[config.mk]
export PLATFORM = sky130hd
export DESIGN_NAME = decoder_seq
export DESIGN_NICKNAME = d
export VERILOG_FILES = /design/src/rtl/decoder_seq.sv
export SDC_FILE = /design/constraint.sdc
export NUM_CORES = 1
export LEC_CHECK = 0
export ABC_AREA = 1
export BUFFER_PORTS_ARGS = -buffer_cell sky130_fd_sc_hd__buf_2
export CORE_AREA = 8 8 45 47
export DETAILED_ROUTE_END_ITERATION = 7
export DIE_AREA = 0 0 53 55
export PLACE_DENSITY = 0.67
export SYNTH_ARGS = -nofsm -noshare
export SYNTH_HDL_FRONTEND = slang
export SYNTH_SLANG_ARGS = --single-unit
[constraint.sdc]
create_clock -name clk -period 2.15 [get_ports clk]
set_clock_uncertainty 0.2 [all_clocks]
set_input_delay 0.43 -clock clk [delete_from_list [all_inputs] [get_ports clk]]
set_output_delay 0.43 -clock clk [all_outputs]
set_load 0.01 [all_outputs]
[src/rtl/decoder_seq.sv]
`default_nettype none
// ============================================================================
// Module      : decoder_seq
// Description : Registered, parametrised binary-to-one-hot decoder
//               (SEL_W -> 2**SEL_W) with a valid/ready input handshake,
//               enable gating and an optional auto-scan mode that walks
//               every output with a programmable dwell time.
//               The auto-scan mode is compiled in only when the macro
//               DEC_SCAN_EN is defined; without it the block is a plain
//               registered decoder with IDLE/HOLD states only.
// Ports       : clk        - rising-edge clock
//               rst_n      - asynchronous active-low reset
//               en         - block enable, 0 forces outputs inactive
//               in_valid   - in_sel valid
//               in_ready   - input may be accepted this cycle
//               in_sel     - binary select
//               scan_start - start auto-scan (DEC_SCAN_EN only)
//               scan_stop  - abort auto-scan (DEC_SCAN_EN only)
//               dwell      - hold time minus one per scan output
//               out        - registered one-hot (one-cold if ACTIVE_LOW)
//               out_valid  - out holds a decoded value
//               busy       - auto-scan in progress
//               scan_done  - single-cycle pulse at scan completion
// Revision    : 1.0 - initial release
// ============================================================================
module decoder_seq #(
    parameter int SEL_W      = 3,
    parameter int DWELL_W    = 8,
    parameter bit ACTIVE_LOW = 1'b0
) (
    input  logic                  clk,
    input  logic                  rst_n,
    input  logic                  en,
    input  logic                  in_valid,
    output logic                  in_ready,
    input  logic [SEL_W-1:0]      in_sel,
    input  logic                  scan_start,
    input  logic                  scan_stop,
    input  logic [DWELL_W-1:0]    dwell,
    output logic [(1<<SEL_W)-1:0] out,
    output logic                  out_valid,
    output logic                  busy,
    output logic                  scan_done
);

    localparam int OUT_W = 1 << SEL_W;

    localparam logic [OUT_W-1:0] c_one  = {{(OUT_W-1){1'b0}}, 1'b1};

    localparam logic [1:0] c_idle = 2'd0;
    localparam logic [1:0] c_hold = 2'd1;
`ifdef DEC_SCAN_EN
    localparam logic [1:0] c_scan = 2'd2;

    localparam logic [SEL_W-1:0] c_last_idx = {SEL_W{1'b1}};
`endif

    logic [1:0]       r_state;
    // Internal value is always active-high; polarity is applied at the port.
    logic [OUT_W-1:0] r_onehot;
    logic             r_out_valid;

`ifdef DEC_SCAN_EN
    logic [SEL_W-1:0]   r_idx;
    logic [DWELL_W-1:0] r_cnt;
    logic [DWELL_W-1:0] r_dwell;
    logic               r_scan_done;
    logic               w_busy;

    assign w_busy    = (r_state == c_scan);
    // scan_start blocks the input so a coincident in_valid is never accepted.
    assign in_ready  = en & ~w_busy & ~scan_start;
    assign busy      = w_busy;
    assign scan_done = r_scan_done;
`else
    // Scan controls have no function in this build.
    logic w_unused_scan;

    assign w_unused_scan = ^{scan_start, scan_stop, dwell};
    assign in_ready      = en;
    assign busy          = 1'b0;
    assign scan_done     = 1'b0;
`endif

    always_ff @(posedge clk or negedge rst_n) begin
        if (!rst_n) begin
            r_state     <= c_idle;
            r_onehot    <= '0;
            r_out_valid <= 1'b0;
`ifdef DEC_SCAN_EN
            r_idx       <= '0;
            r_cnt       <= '0;
            r_dwell     <= '0;
            r_scan_done <= 1'b0;
`endif
        end else begin
`ifdef DEC_SCAN_EN
            r_scan_done <= 1'b0;
`endif
            if (!en) begin
                // Disable aborts everything, including a running scan,
                // without a completion pulse.
                r_state     <= c_idle;
                r_onehot    <= '0;
                r_out_valid <= 1'b0;
            end
`ifdef DEC_SCAN_EN
            else if (r_state == c_scan) begin
                if (scan_stop) begin
                    r_state     <= c_idle;
                    r_onehot    <= '0;
                    r_out_valid <= 1'b0;
                end else if (r_cnt == r_dwell) begin
                    if (r_idx == c_last_idx) begin
                        // Last output finished its dwell: end without wrap.
                        r_state     <= c_idle;
                        r_onehot    <= '0;
                        r_out_valid <= 1'b0;
                        r_scan_done <= 1'b1;
                    end else begin
                        r_idx    <= r_idx + 1'b1;
                        r_cnt    <= '0;
                        r_onehot <= r_onehot << 1;
                    end
                end else begin
                    r_cnt <= r_cnt + 1'b1;
                end
            end else if (scan_start) begin
                // Takes priority over in_valid and a coincident scan_stop.
                r_dwell     <= dwell;
                r_idx       <= '0;
                r_cnt       <= '0;
                r_onehot    <= c_one;
                r_out_valid <= 1'b1;
                r_state     <= c_scan;
            end
`endif
            else if (in_valid) begin
                r_onehot    <= c_one << in_sel;
                r_out_valid <= 1'b1;
                r_state     <= c_hold;
            end
        end
    end

    assign out_valid = r_out_valid;

    generate
        if (ACTIVE_LOW) begin : g_active_low
            assign out = ~r_onehot;
        end else begin : g_active_high
            assign out = r_onehot;
        end
    endgenerate

endmodule
`default_nettype wire

==> qor.json, run 1 <==
{
  "result_of_the_run": {"value": "completed"},
  "switching_share": {"value": 25.03, "unit": "%"},
  "grt_first_pass_wirelength": {"value": 1400, "unit": "µm"},
  "power_frac_comb": {"value": 11.9, "unit": "%"},
  "post_cts.repair.setup_buffers": {"value": 0},
  "detailroute.wirelength.met2": {"value": 365, "unit": "µm"},
  "diodes": {"value": 0},
  "holdWs": {"value": 0.2683, "unit": "ns"},
  "start_util": {"value": 29.93, "unit": "%"},
  "period_needed": {"value": 1.405, "unit": "ns"},
  "num-nets-final": {"value": 88},
  "reg2reg_to": {"value": "out[7]"},
  "grt_start_max_net_pins": {"value": 10},
  "clock_insertion_delay_worst_skew": {"value": 0.25, "unit": "ns"},
  "worstPathCellList": {"value": "buf_2"},
  "min_to": {"value": "out[7]"},
  "synthesis.instances": {"value": 51},
  "cp_slowest_cell": {"value": "sky130_fd_sc_hd__dfrtp_1"},
  "power_report.internal_total": {"value": 260.0, "unit": "µW"},
  "synth.yosys.seq_area_share": {"value": 54.38, "unit": "%"},
  "worst_path_largest_cell_delay": {"value": 0.38, "unit": "ns"},
  "globalRoute.totalOverflow": {"value": 0},
  "cts_root_buffer": {"value": "sky130_fd_sc_hd__clkbuf_4"},
  "cts_made_buffers": {"value": 3},
  "finalWirelength": {"value": 923, "unit": "µm"},
  "worst_setup_path_start_kind": {"value": "flip-flop"},
  "clk_path_buf_depth": {"value": 2},
  "clock.fmax": {"value": 711.5, "unit": "MHz"},
  "r2r_setup_slack": {"value": 1.34, "unit": "ns"},
  "clock_tree_from_tritoncts": {"value": "built"},
  "topRoutingLayerUsed": {"value": "met4"},
  "wl_met1": {"value": 388, "unit": "µm"},
  "grt_antenna_before_repair": {"value": 0},
  "drv.max_cap_violation_count": {"value": 0},
  "numPortBuffers": {"value": 16},
  "route.detailed.vias_per_inst": {"value": 4.198},
  "p_seq_share": {"value": 50.8, "unit": "%"},
  "min-delay-path-class": {"value": "input pin to flip-flop"},
  "wl_per_cell": {"value": 10.73, "unit": "µm"},
  "drc": {"value": 0},
  "wl_met3": {"value": 148, "unit": "µm"},
  "synthToLayoutAreaGrowth": {"value": 28.40, "unit": "%"},
  "die_w": {"value": 53, "unit": "µm"},
  "cp_data_required_time": {"value": 1.52, "unit": "ns"},
  "vias": {"value": 361},
  "cellLeakagePower": {"value": 0.0003306, "unit": "µW"},
  "drtAntennaViolNets": {"value": 0},
  "std_cell_rows": {"value": 14},
  "finalSetupViolations": {"value": 0},
  "hold_violation_total_from_the_final_report": {"value": 0},
  "fin_crit_sh": {"value": 65.37, "unit": "%"},
  "yosys_register_bits": {"value": 9},
  "beginning_of_the_worst_hold_path": {"value": "en"},
  "p_per_area": {"value": 652.2, "unit": "mW/mm²"},
  "crit_family": {"value": "flip-flops"},
  "crit_path_max_fanout": {"value": 2},
  "cts_htree_levels": {"value": 1},
  "min_delay_path_depth": {"value": 3},
  "first_pass_iters": {"value": 4},
  "reg2reg_depth": {"value": 2},
  "total_die_area": {"value": 0.002915, "unit": "mm²"},
  "dp_hpwl": {"value": 732, "unit": "µm"},
  "crit_path_end_kind": {"value": "output port"},
  "clkSlewWorstSetupHoldPaths": {"value": 0.06, "unit": "ns"},
  "total_power": {"value": 346.8, "unit": "µW"},
  "p_sw": {"value": 86.79, "unit": "µW"},
  "numClockSinks": {"value": 9},
  "grt_setup_unrepaired": {"value": "no"},
  "worstSetupPathDepth": {"value": 1},
  "grt_use_total": {"value": 6.674, "unit": "%"},
  "syn_area_per_cell": {"value": 8.121, "unit": "µm²"},
  "clockPowerShare": {"value": 37.3, "unit": "%"},
  "drt_iter0_markers": {"value": 9},
  "standard_cell_core_area": {"value": 0.001384, "unit": "mm²"},
  "drive_above_1_share": {"value": 31.43, "unit": "%"},
  "hold_buffers_post_cts": {"value": 1},
  "syn_area": {"value": 414.1, "unit": "µm²"},
  "die_y": {"value": 55, "unit": "µm"},
  "path_class": {"value": "flip-flop to output port"},
  "synthDistinctLibCells": {"value": 11},
  "fin_setup_tns": {"value": 0, "unit": "ns"},
  "vias_in_the_first_global_route": {"value": 310},
  "timing.final.max_slew_violations": {"value": 0},
  "vdd_ir_drop_max": {"value": 0.2584, "unit": "mV"},
  "ys.warnings.count": {"value": 0},
  "crit-reg2reg-launch": {"value": "out[7]"},
  "placer_s_final_routability_congestion_estimate": {"value": 0.7266},
  "crit_arrival": {"value": 0.78, "unit": "ns"},
  "path_buf_inv": {"value": 1},
  "post_cts_resized": {"value": 0},
  "boundaryPins": {"value": 29}
}
## worst max path at each step
stage	start	end	slack (ns)
2_1_floorplan	en	in_ready	0.97
3_3_place_gp	en	in_ready	0.84
3_5_place_dp	en	in_ready	0.84
4_1_cts	out[6]	out[6]	0.73
5_1_grt	out[3]	out[3]	0.72
6_report	out[3]	out[3]	0.74
## registers in the layout, indices dropped and copies added, names as in the netlist
register	cells
out	8
out_valid	1
## metrics by stage
stage	util, %	area [µm²]	std cells	setup slack, ns
finish	38.43	531.8	86	0.7446
global route	38.43	531.8	86	0.7171
CTS	38.43	531.8	86	0.7347
detailed placement	35.80	495.5	81	0.8412
global placement	35.80	495.5	81	0.8426
floorplan	-	417.9	52	0.9709
## cell families after synthesis
kind of cell | count (synthesis) | share of synthesized area [%]
AO/OA/AOI/OAI | 1 | 1.207
flip-flops | 9 | 54.38
buffers and inverters | 8 | 9.967
other | 1 | 0.9055
AND/OR/NAND/NOR | 32 | 33.53
## synthesized netlist by cell type (all sizes together)
cell type   n  area (µm²)
o21ai       1       5.000
buf         3       22.52
dfrtp       9       225.2
nor2        7       33.78
inv         5       18.76
nand3       7       35.03
conb        1       3.750
nand2      18       70.07
## layout make-up
class,count,area (µm²)
Fill cell,147,852.1
Clock buffer,4,26.28
Multi-Input combinational cell,35,151.4
Timing Repair Buffer,17,90.09
Inverter,5,18.77
Tap cell,16,20.02
Sequential cell,9,225.2
## power groups by stage
stage          Sequential, µW  Clock (µW)  Combinational (µW)
3_3_place_gp              179           0                40.2
4_1_cts                   176         133                42.4
2_1_floorplan             182           0                20.1
3_5_place_dp              179           0                40.7
5_1_grt                   177         139                46.5
6_report                  176         129                41.2
## metal layers
metal,vias to the layer above,track usage [%]
li1,190,-
met1,152,7.488
met2,15,8.789
met3,4,4.278
met4,0,5.172
met5,-,0
## cell usage in the layout (no fill, tap or decap)
cell type                       instances
sky130_fd_sc_hd__clkbuf_1               1
sky130_fd_sc_hd__dfrtp_1                9
sky130_fd_sc_hd__buf_2                 16
sky130_fd_sc_hd__nor2_1                 6
sky130_fd_sc_hd__inv_1                  4
sky130_fd_sc_hd__nand2_2                1
sky130_fd_sc_hd__conb_1                 2
sky130_fd_sc_hd__nand2_1               17
sky130_fd_sc_hd__o21ai_0                1
sky130_fd_sc_hd__dlygate4sd3_1          1
sky130_fd_sc_hd__nand3_1                7
sky130_fd_sc_hd__inv_2                  1
sky130_fd_sc_hd__nor2_4                 1
sky130_fd_sc_hd__clkbuf_4               3
Power figures use the tool's default switching activity.
==> run 2, diff against run 1 <==
ABC_AREA = 0   (was 1)
PLACE_DENSITY = 0.69   (was 0.67)
clock period = 1.4 ns   (was 2.15 ns; I/O delays follow)
==> qor.json, run 2 <==
{
  "regArea": {"value": 225.2, "unit": "µm²", "change": "unchanged"},
  "grt_setup_unrepaired": {"value": "no", "change": "unchanged"},
  "clkSlewWorstSetupHoldPaths": {"value": 0.06, "unit": "ns", "change": "about the same"},
  "cts_htree_levels": {"value": 1, "change": "unchanged"},
  "crit_path_max_fanout": {"value": 2, "change": "unchanged"},
  "worst_setup_path_start_kind": {"value": "flip-flop", "change": "unchanged"},
  "synth_top_area_share": {"value": 52.02, "unit": "%", "change": "was 54.38%"},
  "synth.largest_area_cell": {"value": "sky130_fd_sc_hd__dfrtp_1", "change": "unchanged"},
  "postLayoutCoreUtil": {"value": 41.14, "unit": "%", "change": "was 38.43%"},
  "vias": {"value": 357, "change": "was 361"},
  "finalSetupViolations": {"value": 0, "change": "unchanged"},
  "edff_count_synth": {"value": 0, "change": "unchanged"},
  "timing.final.max_slew_violations": {"value": 0, "change": "unchanged"},
  "placer_s_final_routability_congestion_estimate": {"value": 0.7038, "change": "was 0.7266"},
  "reg2reg_depth": {"value": 2, "change": "unchanged"},
  "drive_above_1_share": {"value": 35.48, "unit": "%", "change": "was 31.43%"},
  "share_of_async_settable_or_async_resettable_flops_after_synthesis": {"value": 100.0, "unit": "%", "change": "unchanged"},
  "hold_buffers_post_cts": {"value": 1, "change": "unchanged"},
  "vdd_ir_drop_max": {"value": 0.4252, "unit": "mV", "change": "was 0.2584 mV"},
  "fin_crit_sh": {"value": 89.89, "unit": "%"},
  "synth_top_cells_by_area": {"value": "sky130_fd_sc_hd__dfrtp_1 52%, sky130_fd_sc_hd__nand2b_1 12%, sky130_fd_sc_hd__a21oi_1 9.2%", "change": "was sky130_fd_sc_hd__dfrtp_1 54%, sky130_fd_sc_hd__nand2_1 15%, sky130_fd_sc_hd__nand3_1 8.5%"},
  "ys.warnings.count": {"value": 0, "change": "unchanged"},
  "first_pass_iters": {"value": 2, "change": "was 4"},
  "syn_area_per_cell": {"value": 10.56, "unit": "µm²", "change": "was 8.121 µm²"},
  "post_cts_resized": {"value": 0, "change": "unchanged"},
  "beginning_of_the_worst_hold_path": {"value": "in_sel[2]", "change": "was en"},
  "globalRoute.totalOverflow": {"value": 0, "change": "unchanged"},
  "hold_violation_total_from_the_final_report": {"value": 0, "change": "unchanged"},
  "wl_per_cell": {"value": 12.64, "unit": "µm", "change": "was 10.73 µm"},
  "route.detailed.vias_per_inst": {"value": 4.577, "change": "was 4.198"},
  "finalInstanceArea": {"value": 569.3, "unit": "µm²", "change": "was 531.8 µm²"},
  "synthToLayoutAreaGrowth": {"value": 31.50, "unit": "%", "change": "was 28.40%"},
  "filler_cell_count": {"value": 144, "change": "was 147"},
  "synthesis.instances": {"value": 41, "change": "was 51"},
  "boundaryPins": {"value": 29, "change": "unchanged"},
  "vias_in_the_first_global_route": {"value": 349, "change": "was 310"},
  "min-delay-path-class": {"value": "input pin to flip-flop", "change": "unchanged"},
  "numPortBuffers": {"value": 16, "change": "unchanged"},
  "result_of_the_run": {"value": "completed", "change": "unchanged"},
  "syn_area": {"value": 432.9, "unit": "µm²", "change": "was 414.1 µm²"},
  "worstPathCellList": {"value": "buf_2", "change": "unchanged"},
  "diodes": {"value": 0, "change": "unchanged"},
  "grt_first_pass_wirelength": {"value": 1690, "unit": "µm", "change": "was 1400 µm"},
  "finalWirelength": {"value": 986, "unit": "µm", "change": "was 923 µm"},
  "clock.fmax": {"value": 794.6, "unit": "MHz"},
  "clock_insertion_delay_worst_skew": {"value": 0.26, "unit": "ns", "change": "was 0.25 ns"},
  "drt_iter0_markers": {"value": 5, "change": "was 9"},
  "area_occupied_by_multi_input_gates": {"value": 181.4, "unit": "µm²", "change": "was 151.4 µm²"},
  "grt_use_total": {"value": 7.806, "unit": "%", "change": "was 6.674%"},
  "crit_family": {"value": "flip-flops", "change": "unchanged"},
  "placedInstanceArea": {"value": 533.0, "unit": "µm²", "change": "was 495.5 µm²"},
  "clk_path_buf_depth": {"value": 2, "change": "unchanged"},
  "p_per_area": {"value": 951.7, "unit": "mW/mm²", "change": "was 652.2 mW/mm²"},
  "grt_antenna_before_repair": {"value": 0, "change": "unchanged"},
  "holdWs": {"value": 0.09310, "unit": "ns", "change": "was 0.2683 ns"},
  "total_die_area": {"value": 0.002915, "unit": "mm²", "change": "unchanged"},
  "r2r_setup_slack": {"value": 0.57, "unit": "ns", "change": "was 1.34 ns"},
  "die_y": {"value": 55, "unit": "µm", "change": "unchanged"},
  "cp_data_required_time": {"value": 0.92, "unit": "ns", "change": "was 1.52 ns"},
  "fin_setup_tns": {"value": 0, "unit": "ns", "change": "unchanged"},
  "synth.yosys.seq_area_share": {"value": 52.02, "unit": "%", "change": "was 54.38%"},
  "clock_tree_from_tritoncts": {"value": "built", "change": "unchanged"},
  "cp_slowest_cell": {"value": "sky130_fd_sc_hd__dfrtp_1", "change": "unchanged"},
  "path_buf_inv": {"value": 1, "change": "unchanged"},
  "post_cts.repair.setup_buffers": {"value": 0, "change": "unchanged"},
  "worst_path_largest_cell_delay": {"value": 0.38, "unit": "ns", "change": "about the same"},
  "most-common-layout-cells": {"value": "16 x sky130_fd_sc_hd__buf_2, 9 x sky130_fd_sc_hd__dfrtp_1, 8 x sky130_fd_sc_hd__nand2b_1, 8 x sky130_fd_sc_hd__a21oi_1", "change": "was 17 x sky130_fd_sc_hd__nand2_1, 16 x sky130_fd_sc_hd__buf_2, 9 x sky130_fd_sc_hd__dfrtp_1"},
  "dp_hpwl": {"value": 708.6, "unit": "µm", "change": "was 732 µm"},
  "min_delay_path_depth": {"value": 3, "change": "unchanged"},
  "num-nets-final": {"value": 80, "change": "was 88"},
  "period_needed": {"value": 1.258, "unit": "ns"},
  "crit-reg2reg-launch": {"value": "out_valid", "change": "was out[7]"},
  "min_to": {"value": "out[0]", "change": "was out[7]"},
  "path_class": {"value": "flip-flop to output port", "change": "unchanged"},
  "std_cell_rows": {"value": 14, "change": "unchanged"},
  "synth_most_common_cell": {"value": "sky130_fd_sc_hd__dfrtp_1", "change": "was sky130_fd_sc_hd__nand2_1"},
  "grt_start_max_net_pins": {"value": 17, "change": "was 10"},
  "cellLeakagePower": {"value": 0.0002749, "unit": "µW", "change": "was 0.0003306 µW"},
  "drc": {"value": 0, "change": "unchanged"},
  "drtAntennaViolNets": {"value": 0, "change": "unchanged"},
  "reg2reg_to": {"value": "out_valid", "change": "was out[7]"},
  "standard_cell_core_area": {"value": 0.001384, "unit": "mm²", "change": "unchanged"},
  "drv.max_cap_violation_count": {"value": 0, "change": "unchanged"},
  "die_w": {"value": 53, "unit": "µm", "change": "unchanged"},
  "cts_root_buffer": {"value": "sky130_fd_sc_hd__clkbuf_4", "change": "unchanged"},
  "crit_arrival": {"value": 0.78, "unit": "ns", "change": "about the same"},
  "synthDistinctLibCells": {"value": 12, "change": "was 11"},
  "cts_made_buffers": {"value": 3, "change": "unchanged"},
  "largest_register_ff_count": {"value": 8, "change": "unchanged"},
  "start_util": {"value": 31.28, "unit": "%", "change": "was 29.93%"},
  "placed_cells": {"value": 73, "change": "was 81"},
  "dominantRegCellSynth": {"value": "sky130_fd_sc_hd__dfrtp_1", "change": "unchanged"},
  "finalNonFillerCells": {"value": 78, "change": "was 86"},
  "final_common_cell": {"value": "sky130_fd_sc_hd__buf_2", "change": "was sky130_fd_sc_hd__nand2_1"},
  "synth.cells.most_frequent": {"value": "9 x sky130_fd_sc_hd__dfrtp_1, 8 x sky130_fd_sc_hd__a21oi_1, 8 x sky130_fd_sc_hd__nand2b_1", "change": "was 17 x sky130_fd_sc_hd__nand2_1, 9 x sky130_fd_sc_hd__dfrtp_1, 7 x sky130_fd_sc_hd__nand3_1"},
  "numClockSinks": {"value": 9, "change": "unchanged"},
  "yosys_register_bits": {"value": 9, "change": "unchanged"},
  "crit_path_end_kind": {"value": "output port", "change": "unchanged"}
}
## run 2: worst max path at each step
stage | slack [ns] | cells after the start | from | endpoint
floorplan | 0.22 | 2 | in_sel[2] | out[0]
global placement | 0.10 | 3 | in_sel[2] | out[0]
detailed placement | 0.09 | 3 | in_sel[2] | out[0]
CTS | 0.13 | 1 | out[7] | out[7]
global route | 0.1 | 1 | out[4] | out[4]
finish | 0.14 | 1 | out[7] | out[7]
## run 2: stage by stage
step | setup WS (ns) | power, µW
final | 0.1416 | 541.8
after global routing | 0.09636 | 570.3
after CTS | 0.1263 | 554.1
after detailed placement | 0.09454 | 346.1
after global placement | 0.1039 | 344.5
after floorplan | 0.2227 | 311.0
## run 2: layout make-up
class,count,share of cell area (%)
Multi-Input combinational cell,28,31.87
Tap cell,16,3.516
Clock buffer,4,4.615
Timing Repair Buffer,20,19.78
Sequential cell,9,39.56
Inverter,1,0.6593
## run 2: logic make-up (layout without fill, tap and decap cells)
| group | Yosys count | after routing | share of synthesized area [%] |
|---|---|---|---|
| and+or+nand+nor | 18 | 18 | 30.93 |
| other | 1 | 2 | 0.8662 |
| DFF | 9 | 9 | 52.02 |
| AOI/OAI and AO/OA | 8 | 8 | 9.249 |
| buffers and inverters | 5 | 25 | 6.934 |
## run 2: power breakdown
group | total [µW] | internal, µW | leakage, µW | switching [µW]
clock | 199 | 110 | 0.0000150 | 89.5
combinational | 71.8 | 32.3 | 0.000137 | 39.6
sequential | 271 | 267 | 0.000123 | 3.31
## run 2: per-layer routing
layer | track usage (%) | part of all wire [%]
met1 | 9.428 | 42
met2 | 10.74 | 44
met3 | 5.348 | 14
met4 | 2.586 | 0
met5 | 0 | 0
==> run 3, diff against run 2 <==
clock period = 1.2 ns   (was 1.4 ns; I/O delays follow)
==> qor.json, run 3 (synthesis gave the netlist of run 2 again) <==
{
  "clk_path_buf_depth": {"value": 2, "change": "unchanged"},
  "timing.final.max_slew_violations": {"value": 0, "change": "unchanged"},
  "grt_start_max_net_pins": {"value": 17, "change": "unchanged"},
  "clock_insertion_delay_worst_skew": {"value": 0.26, "unit": "ns", "change": "about the same"},
  "detailroute.wirelength.met2": {"value": 421, "unit": "µm", "change": "was 432 µm"},
  "die_y": {"value": 55, "unit": "µm", "change": "unchanged"},
  "cts_root_buffer": {"value": "sky130_fd_sc_hd__clkbuf_4", "change": "unchanged"},
  "start_util": {"value": 31.28, "unit": "%", "change": "unchanged"},
  "cts_htree_levels": {"value": 1, "change": "unchanged"},
  "finalSetupViolations": {"value": 9, "change": "was 0"},
  "globalRoute.totalOverflow": {"value": 0, "change": "unchanged"},
  "p_per_area": {"value": 1056, "unit": "mW/mm²", "change": "was 951.7 mW/mm²"},
  "vias": {"value": 388, "change": "was 357"},
  "boundaryPins": {"value": 29, "change": "unchanged"},
  "grt_setup_unrepaired": {"value": "yes", "change": "was no"},
  "synthToLayoutAreaGrowth": {"value": 40.17, "unit": "%", "change": "was 31.50%"},
  "worst_path_largest_cell_delay": {"value": 0.38, "unit": "ns", "change": "about the same"},
  "path_buf_inv": {"value": 1, "change": "unchanged"},
  "num-nets-final": {"value": 85, "change": "was 80"},
  "cp_slowest_cell": {"value": "sky130_fd_sc_hd__dfrtp_1", "change": "unchanged"},
  "cp_data_required_time": {"value": 0.76, "unit": "ns", "change": "was 0.92 ns"},
  "standard_cell_core_area": {"value": 0.001384, "unit": "mm²", "change": "unchanged"},
  "dp_hpwl": {"value": 721.1, "unit": "µm", "change": "was 708.6 µm"},
  "clock_tree_from_tritoncts": {"value": "built", "change": "unchanged"},
  "fin_setup_tns": {"value": -0.1160, "unit": "ns", "change": "was 0 ns"},
  "final_critical_path_setup_slack": {"value": -0.02624, "unit": "ns", "change": "was 0.1416 ns"},
  "min_delay_path_depth": {"value": 3, "change": "unchanged"},
  "holdWs": {"value": 0.04765, "unit": "ns", "change": "was 0.09310 ns"},
  "numClockSinks": {"value": 9, "change": "unchanged"},
  "vdd_ir_drop_max": {"value": 0.3298, "unit": "mV", "change": "was 0.4252 mV"},
  "topRoutingLayerUsed": {"value": "met4", "change": "was met3"},
  "postLayoutCoreUtil": {"value": 43.85, "unit": "%", "change": "was 41.14%"},
  "wl_met3": {"value": 113, "unit": "µm", "change": "was 136 µm"},
  "vias_in_the_first_global_route": {"value": 367, "change": "was 349"},
  "first_pass_iters": {"value": 4, "change": "was 2"},
  "period_needed": {"value": 1.226, "unit": "ns"},
  "worstSetupPathDepth": {"value": 1, "change": "unchanged"},
  "drtAntennaViolNets": {"value": 0, "change": "unchanged"},
  "hold_violation_total_from_the_final_report": {"value": 0, "change": "unchanged"},
  "drt_iter0_markers": {"value": 7, "change": "was 5"},
  "placedInstanceArea": {"value": 540.5, "unit": "µm²", "change": "was 533.0 µm²"},
  "fin_crit_sh": {"value": 102.2, "unit": "%"},
  "std_cell_rows": {"value": 14, "change": "unchanged"},
  "min-delay-path-class": {"value": "input pin to flip-flop", "change": "unchanged"},
  "numPortBuffers": {"value": 16, "change": "unchanged"},
  "cts_made_buffers": {"value": 3, "change": "unchanged"},
  "worstPathCellList": {"value": "buf_2", "change": "unchanged"},
  "clkSlewWorstSetupHoldPaths": {"value": 0.06, "unit": "ns", "change": "about the same"},
  "largest_register_ff_count": {"value": 8, "change": "unchanged"},
  "grt_use_total": {"value": 7.650, "unit": "%", "change": "was 7.806%"},
  "finalWirelength": {"value": 1017, "unit": "µm", "change": "was 986 µm"},
  "cellLeakagePower": {"value": 0.0003009, "unit": "µW", "change": "was 0.0002749 µW"},
  "crit_family": {"value": "flip-flops", "change": "unchanged"},
  "die_w": {"value": 53, "unit": "µm", "change": "unchanged"},
  "path_class": {"value": "flip-flop to output port", "change": "unchanged"},
  "drive_above_1_share": {"value": 40.30, "unit": "%", "change": "was 35.48%"},
  "grt_antenna_before_repair": {"value": 0, "change": "unchanged"},
  "total_die_area": {"value": 0.002915, "unit": "mm²", "change": "unchanged"},
  "grt_first_pass_wirelength": {"value": 1580, "unit": "µm", "change": "was 1690 µm"},
  "finalInstanceArea": {"value": 606.8, "unit": "µm²", "change": "was 569.3 µm²"},
  "wl_per_cell": {"value": 12.25, "unit": "µm", "change": "was 12.64 µm"},
  "final_common_cell": {"value": "sky130_fd_sc_hd__buf_2", "change": "unchanged"},
  "clock.fmax": {"value": 815.5, "unit": "MHz"},
  "reg2reg_depth": {"value": 3, "change": "was 2"},
  "crit_path_max_fanout": {"value": 2, "change": "unchanged"},
  "placer_s_final_routability_congestion_estimate": {"value": 0.7057, "change": "was 0.7038"},
  "result_of_the_run": {"value": "finished, violations left", "change": "was completed"},
  "wl_met1": {"value": 452, "unit": "µm", "change": "was 417 µm"},
  "route.detailed.vias_per_inst": {"value": 4.675, "change": "was 4.577"},
  "most-common-layout-cells": {"value": "16 x sky130_fd_sc_hd__buf_2, 9 x sky130_fd_sc_hd__dfrtp_1, 8 x sky130_fd_sc_hd__nand2b_1, 8 x sky130_fd_sc_hd__a21oi_1, 8 x sky130_fd_sc_hd__buf_4", "change": "was 16 x sky130_fd_sc_hd__buf_2, 9 x sky130_fd_sc_hd__dfrtp_1, 8 x sky130_fd_sc_hd__nand2b_1, 8 x sky130_fd_sc_hd__a21oi_1"},
  "diodes": {"value": 0, "change": "unchanged"},
  "worst_setup_path_start_kind": {"value": "flip-flop", "change": "unchanged"},
  "crit_path_end_kind": {"value": "output port", "change": "unchanged"},
  "post_cts_resized": {"value": 0, "change": "unchanged"},
  "crit_arrival": {"value": 0.79, "unit": "ns", "change": "was 0.78 ns"},
  "drv.max_cap_violation_count": {"value": 0, "change": "unchanged"},
  "violations": {"value": "setup timing"},
  "drc": {"value": 0, "change": "unchanged"}
}
==> run 3: changes by cell type in the layout (fill, tap and decap cells not counted), sizes merged <==
cell | previous run | this run
buf | 19 | 24
==> run 3: worst min-delay path, delay by kind of cell <==
kind            cells  cell delay (ns)
compound gates      1             0.05
simple gates        1             0.09
buf+inv             1             0.08
==> run 3: per-stage QoR <==
| stage | setup slack [ns] | instances | power (µW) |
|---|---|---|---|
| floorplan | 0.06271 | 42 | 362.8 |
| finish | -0.02624 | 83 | 641.0 |
| CTS | -0.03695 | 79 | 651.0 |
| global route | -0.06412 | 83 | 687.7 |
| global placement | -0.05574 | 74 | 404.3 |
| detailed placement | -0.05946 | 74 | 405.3 |
==> run 3: power breakdown <==
group	internal, µW	switching, µW
clock	128	105
combinational	45.0	47.2
sequential	312	4.00
total	485	156
==> run 3: final timing paths <==
check,slack [ns],startpoint,end
worst min register to register,0.34,out[3],out[3]
worst max register to register,0.25,out[6],out[6]
worst max-delay path,-0.03,out[7],out[7]
worst min-delay path,0.05,in_sel[2],out[0]
max in group asynchronous,0.46,rst_n,out[6]
min in group asynchronous,0.16,rst_n,out[0]
==> run 3: routing by layer <==
| metal | GRT usage [%] | vias to the layer above |
|---|---|---|
| li1 | - | 192 |
| met1 | 8.217 | 178 |
| met2 | 10.74 | 15 |
| met3 | 3.476 | 3 |
| met4 | 7.759 | 0 |
| met5 | 0 | - |
==> run 3: layout make-up <==
cell class                      instances  area [µm²]
Fill cell                             137       777.0
Timing Repair Buffer                   25       150.1
Clock buffer                            4       26.28
Multi-Input combinational cell         28       181.4
Tap cell                               16       20.02
Sequential cell                         9       225.2
Inverter                                1       3.754
==> run 3: what timing repair did <==
item                       CTS  global route
setup endpoints to repair    9             9
hold endpoints to repair     9             0
buffers inserted             0             4
hold buffers                 1             0
pin swaps                    0             0
gates cloned                 0             0
